**src/rtl/axi_vector_pkg.sv**
```systemverilog
// Chunk arithmetic shared by the vector reader and writer.
// Pure constant/combinational helpers; no state, no latency, no flow control.
// Both sides use the same rounding so their beat counts always agree.
package axi_vector_pkg;

    // Number of width-sized chunks needed to hold len bits (ceiling division).
    function automatic int chunks_for(input int len, input int width);
        return (len + width - 1) / width;
    endfunction

    // Counter width able to hold values 0..n, never narrower than one bit.
    function automatic int clog2_w(input int n);
        return (n <= 1) ? 1 : $clog2(n + 1);
    endfunction

endpackage

```
**src/rtl/axi_stream_if.sv**
```systemverilog
// Minimal AXI-Stream bundle: tvalid/tready handshake with tdata and tlast.
// No logic inside; latency and backpressure belong to the connected endpoints.
// A beat transfers on any cycle where tvalid and tready are both high.
interface axi_stream_if #(
    parameter int DATA_WIDTH = 8
) ();
    logic                  tvalid;
    logic                  tready;
    logic [DATA_WIDTH-1:0] tdata;
    logic                  tlast;

    modport master (output tvalid, output tdata, output tlast, input tready);
    modport slave  (input tvalid, input tdata, input tlast, output tready);
endinterface

```
**src/rtl/axi_read_vector.sv**
```systemverilog
// Reassembles a vec_length-bit vector from AXI-Stream beats, beat i at padded bits [i*W +: W].
// ready pulses one cycle after the final handshake (one cycle after start for length 0).
// tready is high only while beats are expected; the stream may stall with tvalid low at any time.
module axi_read_vector
    import axi_vector_pkg::*;
#(
    parameter int MAX_VEC_LENGTH   = 16,
    parameter int AXI_DATA_WIDTH   = 8,
    parameter int MAX_VEC_LENGTH_W = clog2_w(MAX_VEC_LENGTH)
) (
    input  logic                        clk,
    input  logic                        rst,
    input  logic                        start,
    input  logic [MAX_VEC_LENGTH_W-1:0] vec_length,
    output logic [MAX_VEC_LENGTH-1:0]   vec,
    output logic                        last_read,
    output logic                        tlast_err,
    output logic                        ready,
    axi_stream_if.slave                 data_in
);

    localparam int MAX_CHUNKS = chunks_for(MAX_VEC_LENGTH, AXI_DATA_WIDTH);
    localparam int PADDED_W   = MAX_CHUNKS * AXI_DATA_WIDTH;
    localparam int PAD_W      = PADDED_W - MAX_VEC_LENGTH;
    localparam int CHUNK_W    = clog2_w(MAX_CHUNKS);

    typedef enum logic [1:0] {
        INIT,
        READ_CHUNK,
        DONE
    } state_t;

    state_t                      state_q, state_d;
    logic [MAX_VEC_LENGTH-1:0]   vec_q, vec_d;
    logic [CHUNK_W-1:0]          chunk_iter_q, chunk_iter_d;
    logic [CHUNK_W-1:0]          total_chunks_q, total_chunks_d;
    logic                        last_read_q, last_read_d;
    logic                        tlast_err_q, tlast_err_d;
    logic [PADDED_W-1:0]         beat_pad;

    // Only the top MAX_VEC_LENGTH bits of the padded buffer are ever visible, so
    // just those are kept; the beat is placed in the padded frame, then the LSB
    // padding is dropped. The buffer is cleared on start and every chunk is
    // written once, so OR-ing the beat in is a plain chunk write.
    assign beat_pad = PADDED_W'(data_in.tdata) << (int'(chunk_iter_q) * AXI_DATA_WIDTH);

    always_comb begin
        state_d        = state_q;
        vec_d          = vec_q;
        chunk_iter_d   = chunk_iter_q;
        total_chunks_d = total_chunks_q;
        last_read_d    = last_read_q;
        tlast_err_d    = tlast_err_q;
        data_in.tready = 1'b0;
        ready          = 1'b0;

        case (state_q)
            INIT: begin
                if (start) begin
                    vec_d          = '0;
                    chunk_iter_d   = '0;
                    last_read_d    = 1'b0;
                    tlast_err_d    = 1'b0;
                    total_chunks_d = CHUNK_W'(chunks_for(int'(vec_length), AXI_DATA_WIDTH));
                    state_d        = (total_chunks_d == '0) ? DONE : READ_CHUNK;
                end
            end
            READ_CHUNK: begin
                data_in.tready = 1'b1;
                if (data_in.tvalid) begin
                    vec_d = vec_q | MAX_VEC_LENGTH'(beat_pad >> PAD_W);
                    if (chunk_iter_q == total_chunks_q - CHUNK_W'(1)) begin
                        last_read_d = data_in.tlast;
                        state_d     = DONE;
                    end else if (data_in.tlast) begin
                        tlast_err_d = 1'b1;
                        state_d     = DONE;
                    end else begin
                        chunk_iter_d = chunk_iter_q + CHUNK_W'(1);
                    end
                end
            end
            DONE: begin
                ready   = 1'b1;
                state_d = INIT;
            end
            default: state_d = INIT;
        endcase
    end

    always_ff @(posedge clk) begin
        if (rst) begin
            state_q        <= INIT;
            vec_q          <= '0;
            chunk_iter_q   <= '0;
            total_chunks_q <= '0;
            last_read_q    <= 1'b0;
            tlast_err_q    <= 1'b0;
        end else begin
            state_q        <= state_d;
            vec_q          <= vec_d;
            chunk_iter_q   <= chunk_iter_d;
            total_chunks_q <= total_chunks_d;
            last_read_q    <= last_read_d;
            tlast_err_q    <= tlast_err_d;
        end
    end

    assign vec       = vec_q;
    assign last_read = last_read_q;
    assign tlast_err = tlast_err_q;

endmodule
```
**src/flat_wrapper.sv**
```systemverilog
// flat-port wrapper written by rule: the top's interface ports become plain ports
module axi_read_vector_flat import axi_vector_pkg::*;
#(
    parameter int MAX_VEC_LENGTH   = 16,
    parameter int AXI_DATA_WIDTH   = 8,
    parameter int MAX_VEC_LENGTH_W = clog2_w(MAX_VEC_LENGTH)
)
  (clk, rst, start, vec_length, vec, last_read, tlast_err, ready, data_in_tvalid, data_in_tdata, data_in_tlast, data_in_tready);
  axi_stream_if data_in_i ();
  input  logic clk;
  input  logic rst;
  input  logic start;
  input  logic [MAX_VEC_LENGTH_W-1:0] vec_length;
  output logic [MAX_VEC_LENGTH-1:0] vec;
  output logic last_read;
  output logic tlast_err;
  output logic ready;
  input wire logic [$bits(data_in_i.tvalid)-1:0] data_in_tvalid;
  input wire logic [$bits(data_in_i.tdata)-1:0] data_in_tdata;
  input wire logic [$bits(data_in_i.tlast)-1:0] data_in_tlast;
  output wire logic [$bits(data_in_i.tready)-1:0] data_in_tready;
  assign data_in_i.tvalid = data_in_tvalid;
  assign data_in_i.tdata = data_in_tdata;
  assign data_in_i.tlast = data_in_tlast;
  assign data_in_tready = data_in_i.tready;
  axi_read_vector #(.MAX_VEC_LENGTH(MAX_VEC_LENGTH), .AXI_DATA_WIDTH(AXI_DATA_WIDTH), .MAX_VEC_LENGTH_W(MAX_VEC_LENGTH_W)) u_core (.clk(clk), .rst(rst), .start(start), .vec_length(vec_length), .vec(vec), .last_read(last_read), .tlast_err(tlast_err), .ready(ready), .data_in(data_in_i));
endmodule
```
**config.mk**
```make
export PLATFORM = sky130hd
export DESIGN_NAME = axi_read_vector_flat
export DESIGN_NICKNAME = d
export VERILOG_FILES = /design/src/rtl/axi_vector_pkg.sv /design/src/rtl/axi_stream_if.sv /design/src/rtl/axi_read_vector.sv /design/src/flat_wrapper.sv
export SDC_FILE = /design/constraint.sdc
export NUM_CORES = 1
export LEC_CHECK = 0
export CAP_MARGIN = 20
export CORE_MARGIN = 8
export CORE_UTILIZATION = 38
export DETAILED_ROUTE_END_ITERATION = 16
export HOLD_SLACK_MARGIN = 0.05
export PLACE_DENSITY = 0.72
export SETUP_SLACK_MARGIN = 0.15
export SLEW_MARGIN = 20
export SYNTH_ARGS = -nofsm -noshare
export SYNTH_HDL_FRONTEND = slang
export SYNTH_SLANG_ARGS = --single-unit
```
**constraint.sdc**
```tcl
create_clock -name clk -period 1.5 [get_ports clk]
set_input_delay 0.375 -clock clk [delete_from_list [all_inputs] [get_ports clk]]
set_output_delay 0.375 -clock clk [all_outputs]
set_load 0.01 [all_outputs]
```
==> run_results.csv <==
group,metric,value,unit
placement,placedCellCount,191,
floorplan,start_util,39.8,%
final_layout,regArea,500,µm²
cts,cts_tree,"yes",
sta,slew_headroom,79.4,%
cts,cts.htree.levels,1,
sta,hold_ws,0.485,ns
critical_path,rrSetupSlack,0.05,ns
global_routing,grt_pass1_vias,1260,
drt,routed_wl,3470,µm
sta,rsz0062_at_grt,"yes",
logic_synthesis,seq_area_frac_synth,49.2,%
critical_path,path_class,"reg -> reg",
sta,final.period_utilization,96.4,%
final_layout,drive_gt1_share,50.9,%
critical_path,worstSetupEndpointType,"flop",
drt,drtIter0Drc,43,
power_and_ir_drop,peakVddDrop,0.000734,V
placement,port_buffers,37,
drt,viasPerCell,5.33,
sta,slew_viol_final,0,
drt,dr.pass1.iters,4,
cts,clockRootBuffer,"clkbuf_4",
final_layout,nNetsFinal,192,
critical_path,r2r-start,"u_core.chunk_iter_q[0]",
final_layout,num_antenna_cells,0,
drt,drc,0,
logic_synthesis,yosysTopAreaCellShare,49.2,%
critical_path,required,1.74,ns
sta,worstMarginPinSlew,0.308,ns
global_routing,grt.overflow.total,0,
cts,insertion_delay,0.32,ns
final_layout,nFillCells,196,
sta,fmax,692,MHz
final_layout,synthToLayoutAreaGrowth,79.0,%
job,maxCapViolCount,0,
logic_synthesis,ys_types,30,
critical_path,startpoint_type,"flop",
sta,finalHoldViolCount,0,
logic_synthesis,ys.flop_type,"dfxtp_1",
power_and_ir_drop,power.density,932,nW/µm²
logic_synthesis,synth_nets,130,
placement,place_congestion,0.801,
logic_synthesis,synth_top_area_cell,"dfxtp_1",
cts,postCtsHoldBufs,0,
critical_path,r2r_end,"u_core.state_q[1]",
cts,clkSlewWorstSetupHoldPaths,0.14,ns
global_routing,antenna_found_initial,0,
drt,num_vias,1083,
global_routing,grt_max_degree,15,
final_layout,utilization,71.2,%
worst_hold_path,min_path_type,"reg -> reg",
global_routing,grt_pass1_wl,5640,µm
worst_hold_path,hp-start,"u_core.vec[7]",
global_routing,grtUsageTotal,16.2,%
sta,finalSetupViolCount,0,
drt,drt.antenna.violating_nets,0,
logic_synthesis,ys_ff_latch,24,
power_and_ir_drop,power.leakage,0.709,nW
placement,dpl-instance-area,1510,µm²
placement,dp_hpwl,2170,µm
logic_synthesis,syn_area,976,µm²
floorplan,io_pins,38,
floorplan,dieArea,4450,µm²
cts,cts.sinks,24,
floorplan,core_area,2450,µm²
floorplan,die_y,66.7,µm
critical_path,crit_fanout,7,
final_layout,final-instance-count-excl-fill,203,
sta,fin_skew,0.0149,ns
critical_path,rr_worst_depth,5,
logic_synthesis,synth_edf_count,0,
final_layout,fin_area,1750,µm²
logic_synthesis,synthCells,112,
logic_synthesis,postSynthAreaPerCell,8.71,µm²
cts,cts-buffers-inserted,3,
logic_synthesis,yosysWarnings,0,
worst_hold_path,hold_path_end,"u_core.vec[7]",
outcome,outcome,"completed",
critical_path,crit_arrival,1.68,ns
worst_hold_path,worstHoldPathCells,2,
floorplan,die_width,66.7,µm
cts,clk_path_buf_depth,2,
logic_synthesis,ys_top_cells_by_area,"dfxtp_1 49%, a21oi_1 9.2%, nor2_1 7.7%",
floorplan,placementRows,18,
logic_synthesis,async_flop_share,0,%
sta,timing.final.crit_period,1.45,ns
final_layout,multi_input_area,663,µm²
drt,routedWlPerCell,17.1,µm
## metrics by stage
stage	worst slack, ns	total power [W]	TNS [ns]
4_1_cts	0.0957	0.00158	0
3_3_place_gp	-0.390	0.00104	-7.20
3_5_place_dp	-0.490	0.00105	-8.59
2_1_floorplan	0.0677	0.000860	0
6_report	0.0540	0.00163	0
5_1_grt	-0.0198	0.00170	-0.0576
## logic make-up (layout without fill, tap and decap cells)
logic type                Yosys count  count (layout)  synth area share (%)
AOI/OAI and AO/OA                  32              32                  19.6
buffers and inverters               7              67                  3.08
xor gates and xnor gates            3               3                  2.69
DFF                                24              24                  49.2
muxes                               2               2                  2.05
and+or+nand+nor                    44              45                  23.3
## metal layers
layer	global-route usage, %	share of wire (%)	up-vias
met1	15.5	35	508
met5	0	0	-
met2	28.8	54	44
met3	6.04	8.1	13
met4	9.87	3.1	0
li1	-	-	518
## state kept, by name (all words and copies together), names as in the netlist
name                   flops
u_core.vec                16
u_core.chunk_iter_q        2
u_core.state_q             2
u_core.total_chunks_q      2
u_core.last_read           1
u_core.tlast_err           1
## final cells by class
| class | instances | share of cell area, % |
|---|---|---|
| tap | 30 | 2.15 |
| clock buffer | 3 | 1.29 |
| clock inverter | 1 | 1.72 |
| multi-input combinational | 82 | 38.0 |
| timing repair buffer | 60 | 27.6 |
| sequential | 24 | 28.7 |
| inverter | 3 | 0.645 |
## what timing repair did
action	in CTS	in global routing
endpoints found under the setup margin	44	44
resized for setup	81	45
gates cloned	1	0
setup buffers	5	2
pin swaps	30	7
## cell usage in the layout (no fill, tap or decap), drive strengths merged
master / instances
a311o: 1
clkdlybuf4s50: 11
o21ai: 4
or4: 1
a21boi: 1
dlygate4sd2: 3
nand2: 3
nand2b: 4
nor2: 20
a22o: 1
xnor2: 1
a21oi: 18
dfxtp: 24
and3: 1
a211oi: 2
clkdlybuf4s15: 5
buf: 27
nor4: 4
clkbuf: 17
inv: 3
a32o: 2
nor3: 1
a21o: 1
or2: 2
xor2: 2
o22ai: 2
nor2b: 6
nand3: 2
nand4: 1
mux2i: 2
bufinv: 1
## critical path, cell delays in order, from the launching register on
cell and delay [ns]:
dfxtp_4 0.43, nor2b_1 0.27, mux2i_4 0.14, buf_6 0.15, a21o_1 0.17, a211oi_1 0.21
## report_power, final
group	leakage, nW	switching (W)	internal [W]	total (W)
logic	0.481	0.000214	0.000242	0.000456
clock network	0.0279	0.000201	0.000270	0.000472
registers	0.200	0.0000301	0.000670	0.000700
total	0.709	0.000445	0.00118	0.00163
## Yosys cell counts (2+ instances only)
library cell and instances:
a211oi_1 2, a21oi_1 18, a32o_1 2, buf_2 2, dfxtp_1 24, inv_1 2, mux2i_1 2, nand2_1 3
nand2b_1 4, nand3_1 2, nor2_1 20, nor2b_1 6, nor4_1 2, nor4_2 2, o21ai_0 4, o22ai_1 2
xor2_1 2
## how the worst max path moves through the flow
| stage | startpoint | to | slack (ns) | cells past startpoint |
|---|---|---|---|---|
| final | u_core.chunk_iter_q[0] | u_core.state_q[1] | 0.05 | 5 |
| after global routing | u_core.state_q[0] | u_core.vec[6] | -0.02 | 7 |
| after global placement | vec_length[0] | u_core.state_q[0] | -0.39 | 5 |
| after detailed placement | data_in_tvalid | u_core.vec[4] | -0.49 | 5 |
| after floorplan | vec_length[0] | u_core.state_q[0] | 0.07 | 4 |
| after CTS | u_core.state_q[0] | ready | 0.1 | 3 |
Note: power is estimated with default switching activity, not from simulation.
